## src/rtl/equiv_stim_gen.sv

```systemverilog
// equiv_stim_gen: LFSR or walking-one vector source for the equivalence harness
module equiv_stim_gen #(
   parameter logic [63:0] SEED = 64'h0000_0000_0000_0001,
   parameter logic [63:0] TAPS = 64'hD800_0000_0000_0000
) (
   input  logic               clk,
   input  logic               rst,
   input  logic               start,
   input  logic               mode,
   input  logic [15:0]        num_vectors,
   input  logic               vec_ready,
   output logic               vec_valid,
   output logic [16:0]        wire0,
   output logic [8:0]         wire1,
   output logic [2:0]         wire2,
   output logic signed [13:0] wire3,
   output logic [5:0]         wire4,
   output logic [15:0]        vec_idx,
   output logic               busy,
   output logic               done
);
   localparam logic [1:0] IDLE = 2'd0, RUN = 2'd1, DONE = 2'd2;
   localparam logic [63:0] SEED_NZ = (SEED == 64'd0) ? 64'd1 : SEED;
   function automatic logic [63:0] step(input logic [63:0] v);
      return (v >> 1) ^ (v[0] ? TAPS : 64'd0);
   endfunction
   logic [1:0]  state;
   logic [63:0] s, s0, s1;
   logic [48:0] p;
   logic [15:0] rem;
   logic [5:0]  pos, pos_n;
   logic        m;
   always_comb begin
      s0 = step(SEED_NZ);
      s1 = step(s);
      pos_n = (pos == 6'd48) ? 6'd0 : pos + 6'd1;
   end
   always_ff @(posedge clk) begin
      if (rst) begin
         state <= IDLE;
         s <= SEED_NZ;
         p <= '0;
         vec_idx <= '0;
         rem <= '0;
         pos <= '0;
         m <= 1'b0;
      end else begin
         case (state)
            IDLE: if (start) begin
               if (num_vectors == 16'd0) state <= DONE;
               else begin
                  state <= RUN;
                  m <= mode;
                  rem <= num_vectors;
                  s <= s0;
                  p <= mode ? 49'd1 : s0[63:15];
                  vec_idx <= '0;
                  pos <= '0;
               end
            end
            RUN: if (vec_ready) begin
               if (rem == 16'd1) state <= DONE;
               else begin
                  rem <= rem - 16'd1;
                  vec_idx <= vec_idx + 16'd1;
                  if (m) begin
                     pos <= pos_n;
                     p <= 49'd1 << pos_n;
                  end else begin
                     s <= s1;
                     p <= s1[63:15];
                  end
               end
            end
            default: state <= IDLE;
         endcase
      end
   end
   assign vec_valid = state == RUN;
   assign busy = state == RUN;
   assign done = state == DONE;
   assign wire0 = p[48:32];
   assign wire1 = p[31:23];
   assign wire2 = p[22:20];
   assign wire3 = p[19:6];
   assign wire4 = p[5:0];
endmodule
```

## config.mk

```make
export PLATFORM = sky130hd
export DESIGN_NAME = equiv_stim_gen
export DESIGN_NICKNAME = d
export VERILOG_FILES = /design/src/rtl/equiv_stim_gen.sv
export SDC_FILE = /design/constraint.sdc
export NUM_CORES = 1
export LEC_CHECK = 0
export BUFFER_PORTS_ARGS = -buffer_cell sky130_fd_sc_hd__buf_2
export CAP_MARGIN = 0
export CORE_MARGIN = 2
export CORE_UTILIZATION = 48
export DETAILED_ROUTE_END_ITERATION = 16
export PLACE_DENSITY_LB_ADDON = 0.25
export SLEW_MARGIN = 20
export SYNTH_ARGS = -nofsm -noshare
export SYNTH_HDL_FRONTEND = slang
export SYNTH_SLANG_ARGS = --single-unit
```

## constraint.sdc

```tcl
create_clock -name clk -period 2.6 [get_ports clk]
set_clock_uncertainty 0.05 [all_clocks]
set_input_delay 0.26 -clock clk [delete_from_list [all_inputs] [get_ports clk]]
set_output_delay 0.26 -clock clk [all_outputs]
set_load 0.01 [all_outputs]
```

======== Word level (Yosys, flattened, before mapping) ========
Cells that the tools add are included.
word-level totals
  flip-flop bits (word level) ............. 154
  bits in latches ......................... 0
  RAM bits ................................ 0
  bits in read-only memories .............. 0
  input port bits ......................... 21
  output and inout port bits .............. 68
  word-level logic and storage cells ...... 68
  memories ................................ 0
operators by class
  add/sub/neg operators ................... 3
  multiply operators ...................... 0
  divide/modulo/power cells ............... 0
  $lt $le $gt $ge ......................... 0
  eq/ne operators ......................... 11
  shifts and indexed selects .............. 1
  mux-type cells .......................... 36
  bitwise gates (word level) .............. 2
  reductions and logical operators ........ 8
operators by type and width
  cell                                                                    number
  64-bit 2-to-1 mux                                                       6
  49-bit 2-to-1 mux                                                       6
  16-bit 2-to-1 mux                                                       8
  64-bit case mux with 2 select lines                                     1
  49-bit case mux with 2 select lines                                     1
  16-bit case mux with 2 select lines                                     2
  63-bit by 64-bit bitwise XOR with 64-bit output                         1
  1-bit by 6-bit left shift with 49-bit output, first input constant      1
  6-bit 2-to-1 mux                                                        6
  16-bit by 1-bit adder with 16-bit output, second input constant         1
  16-bit by 1-bit equality test with 1-bit output, second input constant  1
  16-bit logical NOT                                                      1
  16-bit by 1-bit subtractor with 16-bit output, second input constant    1
  6-bit case mux with 2 select lines                                      1
  6-bit AND reduction                                                     2
  2-bit != test, second input constant                                    5
  2-bit 2-to-1 mux                                                        4
  6-bit by 1-bit adder with 6-bit output, second input constant           1
  6-bit equality test, second input constant                              1
  3-bit AND reduction                                                     2
  5-bit AND reduction                                                     1
  2-bit by 1-bit != test with 1-bit output, second input constant         2
  2-bit case mux with 2 select lines                                      1
  2-bit by 1-bit equality test with 1-bit output, second input constant   1
  4 further kinds                                                         4

======== Depth between registers and ports, before layout ========
Gate-level depths: netlist (run 1).
  depth after elaboration ................. 7
  depth in mapped cells ................... 11

======== Worst setup path after synthesis (run 1) ========
No wires, ideal clock.
  path type ............................... reg-to-reg
  from .................................... register pos[0]
  to ...................................... register p[26]
  data arrival time ....................... 1876 ps
  required time ........................... 2428 ps
  slack ................................... 552 ps
  stages on the path, launching flop included .. 9
  buffers on the path ..................... 1
  cell sequence ........................... dfxtp_1 inv_1 ha_1 nand3b_1 a21oi_1 a311o_1 and4_1 clkbuf_1 a311o_1
between the ends
  cells in the longest elaborated chain, start to end .. 7
RTL lines
  what                                                                                  line  RTL
  start: declaration                                                                    31    logic [5:0] pos, pos_n;
  start signal: assignment                                                              67    pos <= pos_n;
  6-bit by 1-bit adder with 6-bit output / 6-bit equality test (equally long branches)  36    pos_n = (pos == 6'd48) ? 6'd0 : pos + 6'd1;
  6-bit 2-to-1 mux (*)                                                                  36
  1-bit by 6-bit left shift with 49-bit output (*)                                      68    p <= 49'd1 << pos_n;
  49-bit 2-to-1 mux (*)                                                                 66    if (m) begin
  49-bit 2-to-1 mux (*)                                                                 62    if (rem == 16'd1) state <= DONE;
  49-bit 2-to-1 mux (*)                                                                 61    RUN: if (vec_ready) begin
  49-bit case mux with 2 select lines (*)                                               48    case (state)
  end signal: assignment                                                                56    p <= mode ? 49'd1 : s0[63:15];
  end signal: assignment                                                                68
  end signal: assignment                                                                71    p <= s1[63:15];
  end: declaration                                                                      29    logic [48:0] p;
Mark *: on every way between the ends. The rest lies on a longest branch, timed or not. The select of a mux whose other input is x is not followed.
A chain may end at the register's enable or synchronous reset.

======== Worst setup path after layout (run 1) ========
  from .................................... register pos[1]
  to ...................................... register p[37]
Same word-level chain as after synthesis.

==> metrics.yaml, run 1 <==
antennaDiodeCount: 0
synth_top_cell_area_share_pct: 45.9
grt_pass1_wl_um: 28300
pin_count: 89
endpoint_kind: "flop"
slowest_delay_ps: 480
numPortBuffers: 88
cts_buffers: 17
ys_warn_count: 0
tightest_slew_ps: 599
drive_gt1_share_pct: 19.7
cts_tree: "yes"
ys_ff_latch: 154
vias_per_cell: 5.96
slew_violations: 0
cp_max_fo: 9
die_x_um: 122
yosysUniqueCellTypes: 58
grt_overflow: 0
via_count: 6183
drc: 0
dpl.hpwl_um: 12300
instances_no_fill: 1038
fp-row-count: 43
synth_edf_count: 0
synth_nets: 792
h-tree-depth: 4
grt_usage_pct: 23.8
syn_area_per_cell_um2: 8.79
die_area_um2: 15000
crit_family: "compound AO/OA/AOI/OAI gates"
setup_violations: 0
initial_core_util_pct: 48.8
required_ps: 2880
gp_congestion: 0.888
max_freq_mhz: 410
rsz0062_at_grt: "no"
async_flop_share_pct: 0
drt-pass1-iter-count: 5
status: "completed"
path_buf_inv: 1
start_kind: "flop"
crit_chain: "ha_1 > a21oi_1 > a31o_2 > o211ai_1 > buf_4 > nand2b_1 > o21ai_0 > a22o_1"
grt_pass1_vias: 5693
powerDensity_nw_per_um2: 678
postRouteAntennaNets: 0
slew_headroom_pct: 60.0
antenna_found_initial: 0
nets: 873
syn_area_um2: 6720
fin_crit_ps: 2440
wire_per_inst_um: 16.9
criticalPathCategory: "reg -> reg"
clock-root-buffer: "clkbuf_16"
max-clock-path-buffers: 2
p_leak_nw: 3.11
finalSetupTns_ps: 0
cts.sinks: 154
post_cts_resize_count: 0
ys_top_cells_by_count: "dfxtp_1 (154), nor2_1 (60), nand2_1 (58)"
synthCells: 764
clk_pin_slew_ps: 60
cts_hold_buf: 0
die_height_um: 122
place_inst: 1006
first_iter_violations: 436
slowest_stage: "dfxtp_1"
synth_top_area_cell: "dfxtp_1"
min_path_type: "in -> reg"
synth.area.top_cells: "dfxtp_1 (46%), a22o_1 (6.7%), o21ai_0 (3.6%), a21oi_1 (3.4%), nor2_1 (3.4%)"
seq_area_frac_synth_pct: 45.9
coreArea_um2: 13800
clk_latency_ps: 430
drt-total-wl_um: 17600
grt_max_degree: 50
period_share_pct: 93.9
synth-main-ff-cell: "dfxtp_1"
post_cts_buffers: 0
synthMostInstantiatedCell: "dfxtp_1"
hold_violations: 0
max-cap-violations: 0
area_growth_pct: 18.5
ir_drop_v: 0.000459
crit_arrival_ps: 2720
[final cells by class]
class / count / area, um2
Tap cell: 180 / 225
Sequential cell: 154 / 3080
Clock buffer: 19 / 433
Timing Repair Buffer: 119 / 711
Clock inverter: 13 / 133
Fill cell: 1259 / 5820
Inverter: 40 / 150
Multi-Input combinational cell: 513 / 3220
[power by group]
part | internal (mW) | total, mW | switching [mW]
registers | 2.41 | 2.46 | 0.0533
logic | 0.194 | 0.557 | 0.363
clock network | 1.34 | 2.38 | 1.04
total | 3.94 | 5.40 | 1.45
[placed cells by master, fill, tap and decap left out, types with 21 or more instances in the layout]
| master | n |
|---|---|
| buf_2 | 88 |
| dfxtp_1 | 153 |
| a22o_1 | 51 |
| nor2_1 | 59 |
| a22oi_1 | 23 |
| o21ai_0 | 48 |
| inv_1 | 39 |
| nand3_1 | 21 |
| nand2_1 | 58 |
| buf_4 | 28 |
| a21oi_1 | 46 |
[metal layers]
metal / vias up / track usage (%) / share of wire, %
met5: - / 0 / 0
met4: 0 / 9.05 / 1.8
met3: 21 / 4.28 / 6.1
met2: 231 / 38.7 / 46
met1: 2960 / 31.5 / 46
li1: 2971 / - / -
[flip-flops by register name, summed over array words and instances, names as in the netlist]
register and flops:
s 64, p 49, rem 16, vec_idx 16
pos 6, state 2, m 1
[final timing paths]
check | start | to | slack, ps | depth (start not counted)
min | num_vectors[9] | rem[9]$_SDFFE_PP0P_ | 100 | 3
max reg2reg | pos[1]$_SDFFE_PP0P_ | p[37]$_SDFFE_PP0P_ | 160 | 8
min reg2reg | p[27]$_SDFFE_PP0P_ | p[27]$_SDFFE_PP0P_ | 400 | 2
max | pos[1]$_SDFFE_PP0P_ | p[37]$_SDFFE_PP0P_ | 160 | 8
[metrics by stage]
step / total power [mW] / instance area (um2) / setup slack, ps / hold WS (ps) / util, %
after floorplan: 2.87 / 6720 / 552 / 362 / -
final: 5.40 / 7960 / 158 / 95.9 / 57.8
after global placement: 3.05 / 7390 / 193 / 382 / 53.6
after detailed placement: 3.06 / 7390 / 177 / 389 / 53.6
after CTS: 5.43 / 7950 / 160 / 70.2 / 57.7
after global routing: 5.57 / 7960 / 20.1 / 108 / 57.8
[cell families (layout without fill, tap and decap cells)]
family,after synthesis,count (layout),share of synthesized area (%)
compound gates,255,255,26.7
xor+xnor,19,19,2.48
fa+ha+maj,7,7,1.30
buf+inv,97,191,6.28
flops,154,154,45.9
mux,2,2,0.298
simple gates,230,230,17.0
[tightest hold or removal path, delay by kind of cell]
family | cells | cell delay (ps)
AO/OA/AOI/OAI | 2 | 180
buffers and inverters | 1 | 100
Note: power is estimated with default switching activity, not from simulation.
==> run 2: changes to the inputs <==
- CORE_UTILIZATION: 48 -> 50
==> run 2 against run 1 <==
Against the previous run:
- die area fell by 3.9%
- design area rose by 0.24%
- critical path depth fell by 2
- global-route usage rose by 0.82 points
- sequential share of layout area fell by 0.11 points
- first-iteration DRC count rose by 21%
- utilization rose by 2.7 points
- wire length barely moved
- clock-buffer cell count rose by 2
- critical endpoint is now p[23]$_SDFFE_PP0P_
- largest power group unchanged
- highest routed layer unchanged
==> metrics.yaml, run 2 (synthesis results as in run 1) <==
slowest_delay_ps: 500
min_path_type: "in -> reg"
die_height_um: 120
wl_met3_um: 1050
vias_per_cell: 5.89
hold_violations: 0
drt-total-wl_um: 17600
grt_max_degree: 49
p_leak_nw: 3.12
start_kind: "flop"
slew_violations: 0
grt_pass1_wl_um: 28300
grt_usage_pct: 24.6
pin_count: 89
timing.hold.ws_ps: 112
cp_max_fo: 9
crit_chain: "ha_1 > a21oi_1 > a31o_2 > nor3b_1 > nand4_1 > o21ai_0"
slowest_stage: "dfxtp_1"
reg_top3: "s (64), p (49)"
antennaDiodeCount: 0
grt_overflow: 0
wire_per_inst_um: 17.0
largest_reg_flops: 64
crit_arrival_ps: 2700
initial_core_util_pct: 50.9
ir_drop_v: 0.000415
place_area_um2: 7390
endpoint_kind: "flop"
required_ps: 2890
period_share_pct: 92.8
drt-pass1-iter-count: 5
via_count: 6104
layout_common_cells: "dfxtp_1 (154), buf_2 (88), nor2_1 (59), nand2_1 (57), a22o_1 (51)"
fin_ws_ps: 188
cts_hold_buf: 0
powerDensity_nw_per_um2: 678
cts_buffers: 17
dp_slack_ps: 145
cts.sinks: 154
h-tree-depth: 4
criticalPathCategory: "reg -> reg"
top_layer: "met4"
nets: 876
fp-row-count: 42
tightest_slew_ps: 597
rrSetupSlack_ps: 190
mostFrequentLayoutCell: "dfxtp_1"
drive_gt1_share_pct: 20.1
post_cts_resize_count: 0
cts_tree: "yes"
path_buf_inv: 0
area_growth_pct: 18.7
crit_family: "simple AND/OR/NAND/NOR gates"
finalSetupTns_ps: 0
slew_headroom_pct: 60.1
setup_violations: 0
postRouteAntennaNets: 0
first_iter_violations: 528
max-cap-violations: 0
post_cts_buffers: 0
fin_crit_ps: 2410
wl_met2_um: 8110
die_area_um2: 14400
grt_pass1_vias: 5495
rsz0062_at_grt: "no"
clk_pin_slew_ps: 60
fin_area_um2: 7970
gp_congestion: 0.855
numPortBuffers: 88
coreArea_um2: 13200
dpl.hpwl_um: 12100
antenna_found_initial: 0
largest_register: "s"
drc: 0
clk_latency_ps: 430
die_x_um: 120
max_freq_mhz: 415
max-clock-path-buffers: 2
status: "completed"
clock-root-buffer: "clkbuf_16"
wl_met1_um: 8120
## run 2: where the power goes
part / total [mW] / internal [mW] / leakage (nW) / switching, mW
logic: 0.555 / 0.192 / 1.60 / 0.363
clock network: 2.39 / 1.38 / 0.280 / 1.01
registers: 2.46 / 2.41 / 1.25 / 0.0519
## run 2: layout make-up
type                            instances  area, um2
Tap cell                              176        220
Inverter                               40        150
Sequential cell                       154       3080
Timing Repair Buffer                  122        721
Clock inverter                         11        115
Clock buffer                           21        460
Fill cell                            1141       5220
Multi-Input combinational cell        513       3220
## run 2: routing by layer
metal | up-vias | global-route usage, %
met3 | 29 | 5.04
met4 | 0 | 8.82
met5 | - | 0
met2 | 220 | 38.8
met1 | 2891 | 33.6
li1 | 2964 | -
## run 2: worst register-to-register path, cell delays in order (launching register included)
cell,delay [ps]
dfxtp_1,500
ha_1,370
a21oi_1,110
a31o_2,240
nor3b_1,420
nand4_1,380
o21ai_0,270
## run 2: path summary, 6_finish.rpt
kind | from | end | depth (start not counted)
setup / recovery | pos[0]$_SDFFE_PP0P_ | p[23]$_SDFFE_PP0P_ | 6
hold / removal | num_vectors[9] | rem[9]$_SDFFE_PP0P_ | 3
setup reg to reg | pos[0]$_SDFFE_PP0P_ | p[23]$_SDFFE_PP0P_ | 6
hold reg to reg | p[13]$_SDFFE_PP0P_ | p[13]$_SDFFE_PP0P_ | 2
## run 2: per-stage QoR
step	cells	utilization, %	total power, mW
global placement	1005	56.0	3.04
finish	1037	60.5	5.40
global route	1037	60.5	5.58
CTS	1037	60.4	5.42
floorplan	764	-	2.87
detailed placement	1005	56.0	3.05
==> run 3: changes to the inputs <==
- ABC_AREA: unset -> 1
- CTS_BUF_LIST: unset -> sky130_fd_sc_hd__clkbuf_4
==> run 3 against run 2 <==
Against the previous run:
- non-clock buffer count decreased by 13
- clock power shrank 36%
- clock-buffer cell count down 3
- register-to-register slack improved by 60 ps
- critical path type unchanged
- highest routed layer unchanged
==> metrics.yaml, run 3 <==
largest_register: "s"
crit_chain: "ha_1 > nand2_4 > nor2_4 > xor2_4 > nand2_4 > nor2_4 > nand2_1 > nand2_1 > nand2_1 > a21oi_1"
top_usage_layer: "met2"
drt-pass1-iter-count: 5
coreArea_um2: 15000
period_share_pct: 90.3
h-tree-depth: 4
power.total_mw: 5.34
grt_usage_pct: 24.1
required_ps: 3040
drive_gt1_share_pct: 14.0
cts_buffers: 17
max-cap-violations: 0
grt_max_degree: 89
ys_top_cells_by_count: "nand2_1 (331), a21oi_1 (189), dfxtp_1 (154)"
tightest_slew_ps: 974
slowest_stage: "dfxtp_1"
grt_pass1_vias: 6523
fp-row-count: 45
synthCells: 1111
wire_per_inst_um: 14.2
cpMostUsedCell: "nand2_1"
layout_common_cells: "nand2_1 (331), a21oi_1 (189), dfxtp_1 (154), nor2_1 (97), buf_2 (88)"
p_leak_nw: 3.22
vias_per_cell: 5.40
synth_edf_count: 0
ir_drop_v: 0.000351
start_kind: "flop"
drc: 0
cp_max_fo: 28
hold_violations: 0
holdCritStartpoint: "start"
status: "completed"
synth_top_cell_area_share_pct: 40.6
drt-total-wl_um: 19500
max-clock-path-buffers: 2
worstSetupStartpoint: "pos[0]$_SDFFE_PP0P_"
worstReg2RegStart: "pos[0]$_SDFFE_PP0P_"
clock-root-buffer: "clkbuf_4"
ys_warn_count: 0
gp_congestion: 1.00
crit_family: "simple AND/OR/NAND/NOR gates"
ys_ff_latch: 154
cts_tree: "yes"
criticalPathCategory: "reg -> reg"
finalSetupTns_ps: 0
nets: 1194
grt_use_met2_pct: 36.9
crit_arrival_ps: 2790
reg_top3: "s (64), p (49)"
die_height_um: 127
area_growth_pct: 9.99
mostFrequentLayoutCell: "nand2_1"
antenna_found_initial: 1
synthMostInstantiatedCell: "nand2_1"
synth_nets: 1139
slew_headroom_pct: 35.1
initial_core_util_pct: 50.5
die_area_um2: 16200
fill_cells: 1536
via_count: 7392
seq_area_um2: 3080
clk_pin_slew_ps: 130
postRouteAntennaNets: 0
postLayoutCoreUtil_pct: 55.5
rsz0062_at_grt: "no"
fin_ws_ps: 252
seq_area_frac_synth_pct: 40.6
numPortBuffers: 88
path_buf_inv: 0
cts.sinks: 154
globalRouteMet1Util_pct: 34.5
syn_area_um2: 7590
max_freq_mhz: 426
slowest_delay_ps: 520
pin_count: 89
die_x_um: 127
synth.area.top_cells: "dfxtp_1 (41%), nand2_1 (16%), a21oi_1 (12%), o21ai_0 (5.1%), nor2_1 (4.8%)"
async_flop_share_pct: 0
fin_crit_ps: 2350
clk_latency_ps: 560
dpl.hpwl_um: 13000
slew_violations: 0
syn_area_per_cell_um2: 6.83
min_path_type: "in -> reg"
largest_reg_flops: 64
first_iter_violations: 726
met3_usage_pct: 4.82
synth-main-ff-cell: "dfxtp_1"
dp_slack_ps: 288
synth_top_area_cell: "dfxtp_1"
yosysUniqueCellTypes: 34
setup_violations: 0
powerDensity_nw_per_um2: 639
grt_pass1_wl_um: 31900
endpoint_kind: "flop"
multi_input_area_um2: 3930
grt_overflow: 0
run 3: layer usage:
metal,part of all wire [%],vias up
li1,-,3762
met1,49,3385
met2,44,222
met3,5.3,23
met4,1.5,0
met5,0,-
run 3: worst register-to-register path: cells and delay by family, from the launching register on:
kind | cells | cell delay (ps)
AOI/OAI and AO/OA | 1 | 120
and+or+nand+nor | 7 | 1040
DFF | 1 | 520
xor gates and xnor gates | 1 | 260
adders and majority gates | 1 | 290
run 3: per-stage QoR:
step | cells | hold WS [ps] | area (um2)
floorplan | 1111 | 353 | 7590
global placement | 1330 | 399 | 8010
detailed placement | 1330 | 404 | 8010
CTS | 1367 | 4.91 | 8350
global route | 1368 | 17.1 | 8350
finish | 1368 | 37.0 | 8350
run 3: layout make-up:
type                    count  share of cell area (%)
repair buffers            109                    7.61
diodes                      1                  0.0300
multi-input cells         838                    47.1
clock buffers              18                    1.62
flip-flops and latches    154                    36.9
clock inverters            14                    1.83
well taps                 188                    2.82
inverters                  46                    2.07
run 3: cell families (layout without fill, tap and decap cells):
kind of cell	Yosys count	in the layout	synth area share, %
XOR/XNOR	18	18	2.32
adder cells (fa/ha/maj)	7	7	1.15
AND/OR/NAND/NOR	530	530	29.1
other	0	1	0
AO/OA/AOI/OAI	283	283	19.2
flip-flops	154	154	40.6
buffers and inverters	119	187	7.58
run 3: path summary, 6_finish.rpt:
path / to / cells after the start / slack (ps)
max: p[16]$_SDFFE_PP0P_ / 10 / 250
min: state[1]$_SDFFE_PP0P_ / 5 / 40
max reg2reg: p[16]$_SDFFE_PP0P_ / 10 / 250
min reg2reg: s[1]$_SDFFE_PP0P_ / 2 / 420
run 3: what timing repair did:
| action | in CTS | in global routing |
|---|---|---|
| buffers inserted | 0 | 0 |
| hold buffers | 5 | 0 |
| resized for setup | 0 | 0 |
| setup endpoints to repair | 0 | 0 |
| endpoints found under the hold margin | 5 | 0 |
run 3: report_power, final:
group | switching, mW | internal [mW] | total (mW)
Sequential | 0.126 | 2.56 | 2.68
Clock | 0.861 | 0.662 | 1.52
Combinational | 0.777 | 0.357 | 1.13
